File: src/rtl/spi_cfg_pkg.sv
// Shared types and constants for the SPI configuration register bank.
// Latency: n/a (package only).
// Backpressure: n/a (package only).
package spi_cfg_pkg;

   // Frame sequencing: one R/W bit, then the address, then data words.
   typedef enum logic [1:0] {
      CMD  = 2'd0,
      ADDR = 2'd1,
      DATA = 2'd2
   } frame_state_t;

   // R/W bit encoding, first bit of every frame.
   localparam logic SPI_WR = 1'b0;
   localparam logic SPI_RD = 1'b1;

   // Address field width; a single-register bank still carries one address bit.
   function automatic int addr_width(input int n);
      return (n > 1) ? $clog2(n) : 1;
   endfunction

endpackage

File: src/rtl/spi_cfg_frame.sv
// SPI frame decoder: R/W bit, address, data words; drives write strobes and read shifter.
// Latency: write commits on the edge of the last data bit; read data on sdo after the last address bit.
// Backpressure: none, the SPI master owns sclk and the block follows every edge.
//
// Ports:
//   sclk, rst_b        clock (rising edge) and async active-low reset
//   cs_b, sdi          chip select (active low, async frame clear) and serial data in
//   rd_data            register contents selected by rd_addr (from the register array)
//   sdo                serial read data, MSB first
//   wr_en/wr_addr/wr_data  single-edge write commit strobe
//   rd_load/rd_addr    output shifter reload request and the address it loads from
module spi_cfg_frame
   import spi_cfg_pkg::*;
#(
   parameter int NUM_REGS = 8,
   parameter int REG_W    = 8,
   parameter int ADDR_W   = 3
) (
   input  logic              sclk,
   input  logic              rst_b,
   input  logic              cs_b,
   input  logic              sdi,
   input  logic [REG_W-1:0]  rd_data,
   output logic              sdo,
   output logic              wr_en,
   output logic [ADDR_W-1:0] wr_addr,
   output logic [REG_W-1:0]  wr_data,
   output logic              rd_load,
   output logic [ADDR_W-1:0] rd_addr
);

   localparam int CNT_W = 6;

   frame_state_t      state_q, state_d;
   logic              rw_q;
   logic [CNT_W-1:0]  cnt_q;
   logic [ADDR_W-1:0] addr_q;
   logic [REG_W-1:0]  shin_q;
   logic [REG_W-1:0]  shout_q;

   logic              frame_clr;
   logic              addr_last;
   logic              word_last;
   logic [ADDR_W-1:0] addr_shift;
   logic [ADDR_W-1:0] addr_inc;
   logic [REG_W-1:0]  shin_shift;

   // Deasserting chip select aborts the frame just like a reset does.
   assign frame_clr = ~rst_b | cs_b;

   // Shifter values including the bit arriving on this edge, so the last
   // address bit and the last data bit can be acted on in the same edge.
   assign addr_shift = ADDR_W'({addr_q, sdi});
   assign shin_shift = REG_W'({shin_q, sdi});

   // Burst increment wraps at the top of the bank rather than at 2^ADDR_W.
   assign addr_inc = (addr_q == ADDR_W'(NUM_REGS - 1)) ? '0 : addr_q + ADDR_W'(1);

   assign addr_last = (state_q == ADDR) && (cnt_q == CNT_W'(ADDR_W - 1));
   assign word_last = (state_q == DATA) && (cnt_q == CNT_W'(REG_W - 1));

   assign wr_addr = addr_q;
   assign wr_data = shin_shift;
   assign sdo     = shout_q[REG_W-1];

   always_ff @(posedge sclk or posedge frame_clr) begin
      if (frame_clr) begin
         state_q <= CMD;
      end else begin
         state_q <= state_d;
      end
   end

   always_comb begin
      state_d = state_q;
      wr_en   = 1'b0;
      rd_load = 1'b0;
      rd_addr = addr_inc;
      case (state_q)
         CMD: begin
            state_d = ADDR;
         end
         ADDR: begin
            rd_addr = addr_shift;
            if (addr_last) begin
               state_d = DATA;
               rd_load = (rw_q == SPI_RD);
            end
         end
         DATA: begin
            // Next word of a burst is loaded from the incremented address.
            if (word_last) begin
               wr_en   = (rw_q == SPI_WR);
               rd_load = (rw_q == SPI_RD);
            end
         end
         default: begin
            state_d = CMD;
         end
      endcase
   end

   always_ff @(posedge sclk or posedge frame_clr) begin
      if (frame_clr) begin
         rw_q    <= SPI_WR;
         cnt_q   <= '0;
         addr_q  <= '0;
         shin_q  <= '0;
         shout_q <= '0;
      end else begin
         case (state_q)
            CMD: begin
               rw_q  <= sdi;
               cnt_q <= '0;
            end
            ADDR: begin
               addr_q <= addr_shift;
               cnt_q  <= addr_last ? '0 : cnt_q + CNT_W'(1);
               if (rd_load) begin
                  shout_q <= rd_data;
               end
            end
            DATA: begin
               shin_q <= word_last ? '0 : shin_shift;
               if (rd_load) begin
                  shout_q <= rd_data;
               end else begin
                  shout_q <= shout_q << 1;
               end
               if (word_last) begin
                  cnt_q  <= '0;
                  addr_q <= addr_inc;
               end else begin
                  cnt_q <= cnt_q + CNT_W'(1);
               end
            end
            default: begin
               cnt_q <= '0;
            end
         endcase
      end
   end

endmodule

File: src/rtl/spi_cfg_regbank.sv
// SPI-programmable configuration register bank with a flattened cfg output.
// Latency: cfg updates on the sclk edge carrying the last bit of a written word.
// Backpressure: none, the SPI master owns sclk; chip select high aborts a frame.
//
// Ports:
//   sclk, rst_b   clock (rising edge) and async active-low reset
//   cs_b, sdi     chip select (active low) and serial data in, MSB first
//   sdo           serial read data, changes after rising sclk
//   cfg           register k at bits [k*REG_W +: REG_W]
module spi_cfg_regbank
   import spi_cfg_pkg::*;
#(
   parameter int NUM_REGS = 8,
   parameter int REG_W    = 8
) (
   input  logic                      sclk,
   input  logic                      rst_b,
   input  logic                      cs_b,
   input  logic                      sdi,
   output logic                      sdo,
   output logic [NUM_REGS*REG_W-1:0] cfg
);

   localparam int ADDR_W = addr_width(NUM_REGS);

   logic [REG_W-1:0]  regs_q [NUM_REGS];
   logic              wr_en;
   logic [ADDR_W-1:0] wr_addr;
   logic [REG_W-1:0]  wr_data;
   logic              rd_load;
   logic [ADDR_W-1:0] rd_addr;
   logic [REG_W-1:0]  rd_data;

   spi_cfg_frame #(
      .NUM_REGS (NUM_REGS),
      .REG_W    (REG_W),
      .ADDR_W   (ADDR_W)
   ) u_frame (
      .sclk    (sclk),
      .rst_b   (rst_b),
      .cs_b    (cs_b),
      .sdi     (sdi),
      .rd_data (rd_data),
      .sdo     (sdo),
      .wr_en   (wr_en),
      .wr_addr (wr_addr),
      .wr_data (wr_data),
      .rd_load (rd_load),
      .rd_addr (rd_addr)
   );

   // Storage survives chip-select toggling; only rst_b clears it.
   // Addresses past the end of the bank match no entry, so writes there drop.
   always_ff @(posedge sclk or negedge rst_b) begin
      if (!rst_b) begin
         for (int k = 0; k < NUM_REGS; k++) begin
            regs_q[k] <= '0;
         end
      end else if (wr_en) begin
         for (int k = 0; k < NUM_REGS; k++) begin
            if (wr_addr == ADDR_W'(k)) begin
               regs_q[k] <= wr_data;
            end
         end
      end
   end

   // Unmatched (out-of-range) read addresses fall through to zero.
   always_comb begin
      rd_data = '0;
      if (rd_load) begin
         for (int k = 0; k < NUM_REGS; k++) begin
            if (rd_addr == ADDR_W'(k)) begin
               rd_data = regs_q[k];
            end
         end
      end
   end

   always_comb begin
      cfg = '0;
      for (int k = 0; k < NUM_REGS; k++) begin
         cfg[k*REG_W +: REG_W] = regs_q[k];
      end
   end

endmodule

File: config.mk
export PLATFORM = sky130hd
export DESIGN_NAME = spi_cfg_regbank
export DESIGN_NICKNAME = d
export VERILOG_FILES = /design/src/rtl/spi_cfg_pkg.sv /design/src/rtl/spi_cfg_frame.sv /design/src/rtl/spi_cfg_regbank.sv
export SDC_FILE = /design/constraint.sdc
export NUM_CORES = 1
export LEC_CHECK = 0
export ABC_CLOCK_PERIOD_IN_PS = 3300
export CAP_MARGIN = 10
export CORE_ASPECT_RATIO = 0.7
export CORE_MARGIN = 4
export CORE_UTILIZATION = 54
export DETAILED_ROUTE_END_ITERATION = 10
export PLACE_DENSITY = 0.91
export SKIP_LAST_GASP = 1
export SYNTH_ARGS = -nofsm -noshare
export SYNTH_HDL_FRONTEND = slang
export SYNTH_SLANG_ARGS = --single-unit
File: constraint.sdc
create_clock -name sclk -period 3.3 [get_ports sclk]
set_clock_uncertainty 0.15 [all_clocks]
set_input_delay 0.495 -clock sclk [delete_from_list [all_inputs] [get_ports sclk]]
set_output_delay 0.495 -clock sclk [all_outputs]
set_load 0.01 [all_outputs]
==> reports/results.txt <==
status - complete, no violations
dpl cells - 583
CP arrival - 3.10 ns
first-pass GRT wire length - 20400 um
Avg Vias per Cell - 6.15
met2 Use GR - 39.3%
CTS tree - done
CP Cell Sequence - ha_1, ha_1, nor2b_1, a21oi_2, nor2_1, a211oi_1, o31a_1, o2bb2ai_1
Yosys top cell area share - 50.3%
Hold Crit Class - flip-flop to flip-flop
vias - 3690
Power Density - 749 nW/um^2
clock sink total - 91
Worst setup EP type - flip-flop
Critical path buffers and inverters - 0
async set or reset register ratio after synthesis - 100%
post-route minimum period - 3.02 ns
slew at the pin with the worst max-slew slack - 0.652 ns
Synth Flop Type - dfrtp_1
commonest non-fill, non-tap cell in the layout - dfrtp_1
clock-pin slew on the worst setup and hold paths - 0.07 ns
TNS Setup - 0 ns
Synth Register Bits - 91
met3 Use GR - 8.48%
die area - 9930 sq um
Initial Utilization - 56.5%
CP Class - flip-flop to flip-flop
Yosys warnings - 0
Leak - 2.53 nW
Peak Freq - 0.331 GHz
clock tree buffer depth - 2
final setup violation count - 0
Syn Inst Count - 427
Worst R2R Path Depth - 8
post-synth cell types - 52
DIE HEIGHT - 84.6 um
TritonRoute pass-1 iters - 6
CTS H-Tree Depth - 3
slowest stage delay, CP - 0.53 ns
met1 GRT Util - 36.6%
# Max-Cap Violations - 0
worst skew pair latency - 0.35 ns
Finished Layout Cells - 600
antenna violations before repair - 0
syn avg cell area - 10.6 sq um
Wirelength per Cell - 20.7 um
worst vdd ir - 0.000632 V
Antenna Violating Nets Remaining - 0
num rows - 27
GPL Wtd Cong - 0.902
post-synthesis sequential area ratio - 50.3%
Critical Path Most Common Cell - ha_1
Worst path slowest cell - dfrtp_1
most frequent cells in the layout - 91 x dfrtp_1, 67 x clkdlybuf4s50_1, 52 x nand2_1
vias in the first global route - 3686
root buf cell - clkbuf_16
Synth area leader - dfrtp_1
DP Worst Slack - 0.379 ns
Max Fanout on Critical Path - 11
share of cells above drive strength 1 - 15.6%
reg-to-reg startpoint - u_frame.wr_addr[0]
Worst Path Required - 3.37 ns
CORE AREA - 8010 sq um
DIE WIDTH - 117 um
grt ovf - 0
initial drt markers - 454
Slew Viols, Final - 0
crit path capture - u_frame.shout_q[7]
I/O Pins - 69
crit path from - u_frame.wr_addr[0]
GRT Util Overall - 26.1%
cell area after synthesis - 4520 sq um
GR peak layer - met2
ant diodes - 0
RR Endpoint - u_frame.shout_q[7]
R2R Setup Slk - 0.28 ns
largest net degree at the start of global routing - 53
DRC viols - 0
PnR worst setup slack - 0.278 ns
CTS resizes - 0
Setup Fix Bufs, Post-CTS - 0
Post-Route WL - 12400 um
synth-to-layout area growth - 24.4%
Nets - 510
synth top area cells - dfrtp_1 50%, mux2_2 8.2%, o21ai_0 4.8%
final hold vios - 0
syn nets - 443
Rel. slew slack - 56.4%
Hold-fix buffers, CTS - 1
fin crit share - 91.6%
dpl hpwl - 8900 um
clock buffer count from CTS - 9
CP delay by family, top - compound AO/OA/AOI/OAI gates
startpoint types - flip-flop
RSZ-0062 raised after global routing - false
final total power - 4.22 mW
EDFF count, synth - 0
IO buf count - 68
CP Depth - 8
cell type report:
| cell class | instances | area, sq um |
|---|---|---|
| Sequential cell | 91 | 2280 |
| Clock buffer | 10 | 239 |
| Inverter | 12 | 45.0 |
| Clock inverter | 6 | 87.6 |
| Timing Repair Buffer | 81 | 788 |
| Fill cell | 592 | 2380 |
| Multi-Input combinational cell | 299 | 2070 |
| Tap cell | 101 | 126 |
stage by stage:
step | utilization [%] | instance area, sq um | hold slack (ns)
final | 70.3 | 5630 | 0.341
after global routing | 70.3 | 5630 | 0.362
after CTS | 70.3 | 5630 | 0.348
after detailed placement | 66.1 | 5290 | 0.281
after global placement | 66.1 | 5290 | 0.275
after floorplan | - | 4520 | 0.0494
cell usage after synthesis, types with 3 or more instances:
master,n
buf_2,9
a211oi_1,7
o31a_1,7
nor2_1,28
o22ai_1,3
a21oi_1,23
mux2_2,33
nand2b_1,3
dfrtp_1,91
nand2_1,52
buf_6,4
clkbuf_1,7
and3_1,3
o21a_1,8
ha_1,12
inv_1,11
buf_1,4
o21ai_0,43
o2bb2ai_1,9
nand3_1,9
o221a_2,7
a22oi_1,7
nor2b_1,3
mux2i_1,9
flip-flops by register name, summed over array words and instances, names as in the netlist:
name / count
u_frame.rw_q: 1
u_frame.shout_q: 8
u_frame.cnt_q: 6
u_frame.wr_addr: 3
u_frame.state_q: 2
u_frame.shin_q: 7
cfg: 64
worst min path at each step:
stage,start,endpoint,slack (ns),cells past startpoint
after floorplan,rst_b,cfg[0],0.05,0
after global placement,rst_b,cfg[15],0.28,1
after detailed placement,rst_b,cfg[0],0.28,1
after CTS,u_frame.cnt_q[0],u_frame.cnt_q[0],0.35,1
after global routing,u_frame.shout_q[6],u_frame.shout_q[6],0.36,1
final,u_frame.cnt_q[0],u_frame.cnt_q[0],0.34,1
power breakdown:
part	leakage, nW	internal [mW]	switching (mW)
logic	1.18	0.699	0.881
registers	1.19	1.30	0.214
clock network	0.163	0.686	0.441
total	2.53	2.68	1.54
kinds of logic (layout without fill, tap and decap cells):
| family | Yosys count | in the layout | share of synthesized area (%) |
|---|---|---|---|
| muxes | 43 | 43 | 10.7 |
| AOI/OAI and AO/OA | 131 | 131 | 19.4 |
| and+or+nand+nor | 109 | 109 | 11.4 |
| DFF | 91 | 91 | 50.3 |
| adders and majority gates | 12 | 12 | 3.32 |
| xor gates and xnor gates | 4 | 4 | 0.774 |
| buffers and inverters | 37 | 109 | 4.07 |
metal layers:
metal / vias to the layer above / routed length [um]
met2: 180 / 5490
li1: 1672 / -
met4: 0 / 139
met5: - / 0
met3: 12 / 1170
met1: 1826 / 5640
worst register-to-register path, cell delays in order (launching register included):
cell	delay [ns]
dfrtp_1	0.53
ha_1	0.30
ha_1	0.38
nor2b_1	0.19
a21oi_2	0.38
nor2_1	0.23
a211oi_1	0.46
o31a_1	0.21
o2bb2ai_1	0.08
Power figures use the tool's default switching activity.
